===== src/rtl/approx_add_pkg.sv =====
// Shared definitions for the approximate-adder datapaths.
//   - default parameter values for the adder wrappers
//   - mode encoding carried alongside each transaction
//   - sat_add: saturating accumulate used by every statistics counter
package approx_add_pkg;

  localparam int DEF_WIDTH    = 8;
  localparam int DEF_LOW_BITS = 4;
  localparam int DEF_CNT_W    = 16;
  localparam int DEF_ACC_W    = 24;

  localparam logic MODE_EXACT = 1'b0;
  localparam logic MODE_LOA   = 1'b1;

  // Adds inc to acc and clamps to the all-ones value of a w-bit counter.
  // Operands are zero-extended to 64 bits by the caller and the result is
  // truncated back to w bits, so one function serves every counter width.
  function automatic logic [63:0] sat_add(input logic [63:0] acc,
                                          input logic [63:0] inc,
                                          input int          w);
    logic [64:0] lim;
    logic [64:0] s;
    lim = (65'(1) << w) - 65'(1);
    s   = {1'b0, acc} + {1'b0, inc};
    return (s > lim) ? lim[63:0] : s[63:0];
  endfunction

endpackage


===== src/rtl/approx_add_loa.sv =====
// Lower-part-OR approximate adder core (purely combinational).
// Ports:
//   a_i, b_i      : WIDTH-bit operands
//   approx_sum_o  : LOA sum, low LOW_BITS bits ORed, upper part exact
//   exact_sum_o   : a + b
//   err_o         : |exact_sum_o - approx_sum_o|
module approx_add_loa
  import approx_add_pkg::*;
#(
  parameter int WIDTH    = DEF_WIDTH,
  parameter int LOW_BITS = DEF_LOW_BITS
) (
  input  logic [WIDTH-1:0] a_i,
  input  logic [WIDTH-1:0] b_i,
  output logic [WIDTH:0]   approx_sum_o,
  output logic [WIDTH:0]   exact_sum_o,
  output logic [WIDTH:0]   err_o
);

  localparam int HI_W = WIDTH - LOW_BITS;

  logic [LOW_BITS-1:0] low;
  logic                carry;
  logic [HI_W:0]       high;

  assign exact_sum_o = {1'b0, a_i} + {1'b0, b_i};

  assign low   = a_i[LOW_BITS-1:0] | b_i[LOW_BITS-1:0];
  // The only carry LOA propagates upward is the AND of the top low-part bits.
  assign carry = a_i[LOW_BITS-1] & b_i[LOW_BITS-1];
  assign high  = {1'b0, a_i[WIDTH-1:LOW_BITS]} + {1'b0, b_i[WIDTH-1:LOW_BITS]}
               + {{HI_W{1'b0}}, carry};

  assign approx_sum_o = {high, low};

  // LOA can over- or under-estimate, so take the magnitude either way.
  assign err_o = (exact_sum_o >= approx_sum_o) ? (exact_sum_o - approx_sum_o)
                                               : (approx_sum_o - exact_sum_o);

endmodule


===== src/rtl/approx_add_pipe.sv =====
// Two-stage valid/ready pipeline around the LOA core, with on-chip error
// statistics for characterising approximate arithmetic.
// Ports:
//   clk, rst                   : clock, async active-high reset
//   in_valid/in_ready          : operand handshake (in_a, in_b, in_approx)
//   out_valid/out_ready        : result handshake (out_sum, out_err, out_approx)
//   stat_clr                   : synchronous clear of statistics
//   stat_txn, stat_errcnt      : saturating transaction / erroneous-result counts
//   stat_errsum, stat_errmax   : saturating error sum / worst error
//
// Handshake: a transfer occurs on an edge where valid and ready are both 1.
// Both stages move together when advance = !s2_valid | out_ready; otherwise
// every stage holds, so out_* stay stable while out_valid=1 and out_ready=0.
// in_ready equals advance, so a full pipe accepts and emits in one cycle.
module approx_add_pipe
  import approx_add_pkg::*;
#(
  parameter int WIDTH    = DEF_WIDTH,
  parameter int LOW_BITS = DEF_LOW_BITS,
  parameter int CNT_W    = DEF_CNT_W,
  parameter int ACC_W    = DEF_ACC_W
) (
  input  logic             clk,
  input  logic             rst,
  input  logic             in_valid,
  output logic             in_ready,
  input  logic [WIDTH-1:0] in_a,
  input  logic [WIDTH-1:0] in_b,
  input  logic             in_approx,
  output logic             out_valid,
  input  logic             out_ready,
  output logic [WIDTH:0]   out_sum,
  output logic [WIDTH:0]   out_err,
  output logic             out_approx,
  input  logic             stat_clr,
  output logic [CNT_W-1:0] stat_txn,
  output logic [CNT_W-1:0] stat_errcnt,
  output logic [ACC_W-1:0] stat_errsum,
  output logic [WIDTH:0]   stat_errmax
);

  logic [WIDTH:0] loa_approx, loa_exact, loa_err;
  logic           advance, xfer;

  logic           s1_valid_q, s1_mode_q;
  logic [WIDTH:0] s1_approx_q, s1_exact_q, s1_err_q;

  logic           s2_valid_q, s2_mode_q;
  logic [WIDTH:0] s2_sum_q, s2_err_q;
  logic [WIDTH:0] s2_sum_d, s2_err_d;

  logic [CNT_W-1:0] stat_txn_q, stat_txn_d, txn_base;
  logic [CNT_W-1:0] stat_errcnt_q, stat_errcnt_d, errcnt_base;
  logic [ACC_W-1:0] stat_errsum_q, stat_errsum_d, errsum_base;
  logic [WIDTH:0]   stat_errmax_q, stat_errmax_d, errmax_base;

  approx_add_loa #(
    .WIDTH    (WIDTH),
    .LOW_BITS (LOW_BITS)
  ) u_loa (
    .a_i          (in_a),
    .b_i          (in_b),
    .approx_sum_o (loa_approx),
    .exact_sum_o  (loa_exact),
    .err_o        (loa_err)
  );

  assign advance  = !s2_valid_q || out_ready;
  assign in_ready = advance;
  assign xfer     = s2_valid_q && out_ready;

  // Exact-mode results carry no error by definition.
  assign s2_sum_d = (s1_mode_q == MODE_EXACT) ? s1_exact_q : s1_approx_q;
  assign s2_err_d = (s1_mode_q == MODE_LOA) ? s1_err_q : '0;

  always_ff @(posedge clk or posedge rst) begin
    if (rst) begin
      s1_valid_q  <= 1'b0;
      s1_mode_q   <= MODE_EXACT;
      s1_approx_q <= '0;
      s1_exact_q  <= '0;
      s1_err_q    <= '0;
      s2_valid_q  <= 1'b0;
      s2_mode_q   <= MODE_EXACT;
      s2_sum_q    <= '0;
      s2_err_q    <= '0;
    end else if (advance) begin
      s1_valid_q <= in_valid;
      if (in_valid) begin
        s1_mode_q   <= in_approx;
        s1_approx_q <= loa_approx;
        s1_exact_q  <= loa_exact;
        s1_err_q    <= loa_err;
      end
      s2_valid_q <= s1_valid_q;
      if (s1_valid_q) begin
        s2_mode_q <= s1_mode_q;
        s2_sum_q  <= s2_sum_d;
        s2_err_q  <= s2_err_d;
      end
    end
  end

  // A clear coinciding with a transfer restarts the stats from that
  // transaction's contribution, so the clear is applied before accumulating.
  assign txn_base    = stat_clr ? '0 : stat_txn_q;
  assign errcnt_base = stat_clr ? '0 : stat_errcnt_q;
  assign errsum_base = stat_clr ? '0 : stat_errsum_q;
  assign errmax_base = stat_clr ? '0 : stat_errmax_q;

  always_comb begin
    stat_txn_d    = txn_base;
    stat_errcnt_d = errcnt_base;
    stat_errsum_d = errsum_base;
    stat_errmax_d = errmax_base;
    if (xfer) begin
      stat_txn_d    = CNT_W'(sat_add(64'(txn_base), 64'd1, CNT_W));
      stat_errcnt_d = CNT_W'(sat_add(64'(errcnt_base),
                                     (s2_err_q != '0) ? 64'd1 : 64'd0, CNT_W));
      stat_errsum_d = ACC_W'(sat_add(64'(errsum_base), 64'(s2_err_q), ACC_W));
      stat_errmax_d = (s2_err_q > errmax_base) ? s2_err_q : errmax_base;
    end
  end

  always_ff @(posedge clk or posedge rst) begin
    if (rst) begin
      stat_txn_q    <= '0;
      stat_errcnt_q <= '0;
      stat_errsum_q <= '0;
      stat_errmax_q <= '0;
    end else begin
      stat_txn_q    <= stat_txn_d;
      stat_errcnt_q <= stat_errcnt_d;
      stat_errsum_q <= stat_errsum_d;
      stat_errmax_q <= stat_errmax_d;
    end
  end

  assign out_valid   = s2_valid_q;
  assign out_sum     = s2_sum_q;
  assign out_err     = s2_err_q;
  assign out_approx  = s2_mode_q;
  assign stat_txn    = stat_txn_q;
  assign stat_errcnt = stat_errcnt_q;
  assign stat_errsum = stat_errsum_q;
  assign stat_errmax = stat_errmax_q;

endmodule


===== config.mk =====
export PLATFORM = sky130hd
export DESIGN_NAME = approx_add_pipe
export DESIGN_NICKNAME = d
export VERILOG_FILES = /design/src/rtl/approx_add_pkg.sv /design/src/rtl/approx_add_loa.sv /design/src/rtl/approx_add_pipe.sv
export SDC_FILE = /design/constraint.sdc
export NUM_CORES = 1
export LEC_CHECK = 0
export CORE_MARGIN = 10
export CORE_UTILIZATION = 41
export CTS_CLUSTER_DIAMETER = 150
export DETAILED_ROUTE_END_ITERATION = 6
export SLEW_MARGIN = 20
export SYNTH_ARGS = -nofsm -noshare
export SYNTH_HDL_FRONTEND = slang
export SYNTH_SLANG_ARGS = --single-unit

===== constraint.sdc =====
create_clock -name clk -period 4.1 [get_ports clk]
set_input_delay 0.82 -clock clk [delete_from_list [all_inputs] [get_ports clk]]
set_output_delay 0.82 -clock clk [all_outputs]
set_load 0.05 [all_outputs]

==> run metrics <==
Final Cycle Share=96.4%; critical path's top delay family=compound AO/OA/AOI/OAI gates; die span in y=about 150 um; Peak VDD IR=0.311 mV; compound-cell area share of the yosys netlist=15.3%; Power Total=5.11 mW; Max Cap Viol=0; Setup crit start kind=input pin; r2r startpoint=stat_errsum[0]; CTS root buf=clkbuf_16; r2r setup slk=1.21 ns; global-route wire length before repair=33.1 mm; PwrDens=534 nW/um^2; Slew Viols, Final=0; # DRC=0; I/O pin count=108; clk buf depth=2; static leakage=4.45 nW; synthesized area per cell=8.98 um^2; Simple-Gate Fraction of Synth Area=19.4%; EDFF count, synth=0; count of different cell masters after synthesis=65; die area=22900 um^2; outcome=complete, no violations; area growth from synthesis to layout=35.5%; Std-Cell Rows=47; routability-driven placement congestion ratio=between 0.8 and 0.9; worst relative slew slack=34.5%; input/output buffers=107; drt initial violations=~280; via-per-instance ratio=5.25; post-route cell area=9580 um^2; Post-synth ARST share=100%; CTS Sinks=about 110; Crit path depth=18; worst min-delay path class=flop to flop; Detailed Routing Iterations Pass 1=5; xor/xnor share of the synthesized area=5.95%; CTS tree=yes; DPL Wire Length=15.6 mm; Yosys reg bits=114; cells after synthesis=787; final clock skew=0.0103 ns; TritonCTS buffer count=17; fin crit period=3.95 ns; worst-margin pin slew=0.983 ns; number of global-route vias before repair=6464; share of layout cells above drive strength 1=16.3%; Die X=151 um; origin of the worst setup path=in_b[3]; vias after detailed routing=roughly 6300; ys flop type=dfrtp_1; CP arrival=4.26 ns; Worst-path clk slew=0.05 ns; CP dominant cell by count=xor2_1; antenna violations before repair=0; critical path peak fanout=3; Slowest cell on crit path=or3_4; Synth Cell Area=roughly 7100 um^2; final WL=20.4 mm; wire per inst=17.1 um; GR Overflow Total=0; R2R Path End=stat_errsum[1]; largest net degree at the start of global routing=54; R2R depth=13; Routed Antenna Nets=0; adder-cell share of the synthesized area=10.3%; H-tree depth=4; Ant. Diodes=0; largest family of logic cells by synthesized area=simple AND/OR/NAND/NOR gates; crit path to=s1_err_q[6]; final setup fails=0; CTS Hold Bufs=0; GRT Util Overall=18.1%; endpoints failing hold=0; mux cell area share after synthesis=under 10%; worst skew pair latency=0.42 ns; Crit. End Element=flop; fmax=253 MHz; Placeable Area=approximately 17000 um^2; buffers and inverters on the worst path=3; CP cell instances=dlygate4sd2_1 -> ha_2 -> fa_2 -> inv_2 -> o21ai_2 -> a21o_1 -> a21oi_2 -> xor2_1 -> inv_1 -> ha_4 -> and4b_4 -> a211o_1 -> or3_4 -> a221oi_4 -> o211ai_2 -> a31oi_1 -> xor2_1 -> o21ai_1; Synthesized Nets=864; initial core utilization=42.2%; sequential fraction of the synthesis area=40.4%; Synth warnings=0; Worst EP required=roughly 4.4 ns; Worst path max stage delay=between 0.3 and 0.4 ns; final net count=1041; WS Path Type=input pin to flop; DP Area=between 8000 and 9000 um^2
## synthesized netlist by cell type (all sizes together) (2+ instances only)
cell / instances / area [um^2]
a211oi: 4 / 30.0
a21o: 13 / 97.6
a21oi: 42 / 210
a311oi: 2 / 17.5
a31oi: 3 / 18.8
a41o: 2 / 20.0
and2: 7 / 43.8
and3: 11 / 68.8
and4: 4 / 35.0
buf: 7 / 41.3
clkbuf: 25 / 93.8
dfrtp: 114 / 2850
fa: 5 / 100
ha: 50 / 626
inv: 48 / 180
mux2: 6 / 67.6
mux2i: 23 / 230
nand2: 125 / 469
nand2b: 12 / 75.1
nand3: 27 / 135
nand4: 12 / 75.1
nor2: 32 / 123
nor2b: 28 / 175
nor3: 9 / 45.0
nor4: 2 / 12.5
o211ai: 8 / 65.1
o21ai: 79 / 395
o221ai: 2 / 17.5
o22a: 3 / 26.3
o311ai: 2 / 17.5
o31ai: 2 / 15.0
or2: 2 / 12.5
or3: 6 / 42.5
xnor2: 22 / 193
xor2: 26 / 228
## metal layers
layer	part of all wire, %	track usage (%)	wire [um]	vias up
met1	41	20.2	8420	3051
met3	4.8	4.18	971	25
met4	1.4	5.73	292	0
li1	-	-	-	3087
met2	53	33.1	10800	126
met5	0	0	0	-
## flip-flops by register name, indices dropped and copies added (netlist names)
register,cells
s1_mode_q,1
out_sum,9
stat_errsum,24
out_approx,1
s1_valid_q,1
stat_txn,16
s1_exact_q,9
out_err,9
stat_errcnt,16
out_valid,1
stat_errmax,9
s1_approx_q,9
s1_err_q,9
## what timing repair did
item | CTS | global route
endpoints found under the setup margin | 8 | 5
buffers inserted | 4 | 2
resized for setup | 26 | 15
pin swaps | 16 | 21
## logic make-up (layout without fill, tap and decap cells)
kind of cell               count (synthesis)  count (layout)
buffers and inverters                     81             271
xor gates and xnor gates                  48              48
muxes                                     29              29
adders and majority gates                 55              55
DFF                                      114             114
and+or+nand+nor                          283             283
AOI/OAI and AO/OA                        177             177
## power breakdown
part           internal (mW)  switching [mW]  total (mW)  leakage (nW)
Clock                  0.772           0.564        1.34         0.248
Sequential              1.34           0.214        1.55          1.50
Combinational          0.926            1.30        2.22          2.71
Total                   3.04            2.07        5.11          4.45
## worst reg2reg max path, delay by kind of cell (launching register included)
kind	cells	cell delay (ns)
AO/OA/AOI/OAI	5	0.97
adder cells (fa/ha/maj)	2	0.59
buffers and inverters	3	0.46
flip-flops	1	0.38
AND/OR/NAND/NOR	3	0.39
## area by class of cell
class                      instances  area [um^2]
clock inverter                    15          113
fill                            1492         7180
tap                              220          275
sequential                       114         2850
multi-input combinational        592         4030
clock buffer                      17          425
inverter                          49          186
timing repair buffer             190         1690
## worst min-delay path by stage
stage | startpoint | to | cells past startpoint
2_1_floorplan | s1_valid_q | out_valid | 2
3_3_place_gp | s1_valid_q | out_valid | 2
3_5_place_dp | s1_valid_q | out_valid | 2
4_1_cts | s1_valid_q | out_valid | 2
5_1_grt | s1_approx_q[7] | s1_approx_q[7] | 2
6_report | s1_valid_q | out_valid | 2
## layout by cell type (no fill, tap or decap), drive strengths merged, types with 7 or more instances in the layout
cell type      count
a21o              13
a21oi             42
and2               7
and3              11
buf               84
clkbuf            20
clkdlybuf4s50     97
clkinv             8
dfrtp            114
ha                50
inv               50
mux2i             23
nand2            125
nand2b            12
nand3             27
nand4             12
nor2              32
nor2b             28
nor3               9
o211ai             8
o21ai             79
xnor2             22
xor2              26
## per-stage QoR
step	utilization [%]	TNS (ns)	std cells	hold slack [ns]	worst slack, ns
after floorplan	-	-0.569	787	0.436	-0.149
after global routing	57.1	-0.0246	1197	0.509	-0.0246
after global placement	53.2	-4.07	1159	0.451	-0.607
final	57.1	0	1197	0.478	0.147
after CTS	56.9	0	1195	0.482	0.0106
after detailed placement	53.2	-4.85	1159	0.467	-0.715
Note: power is estimated with default switching activity, not from simulation.
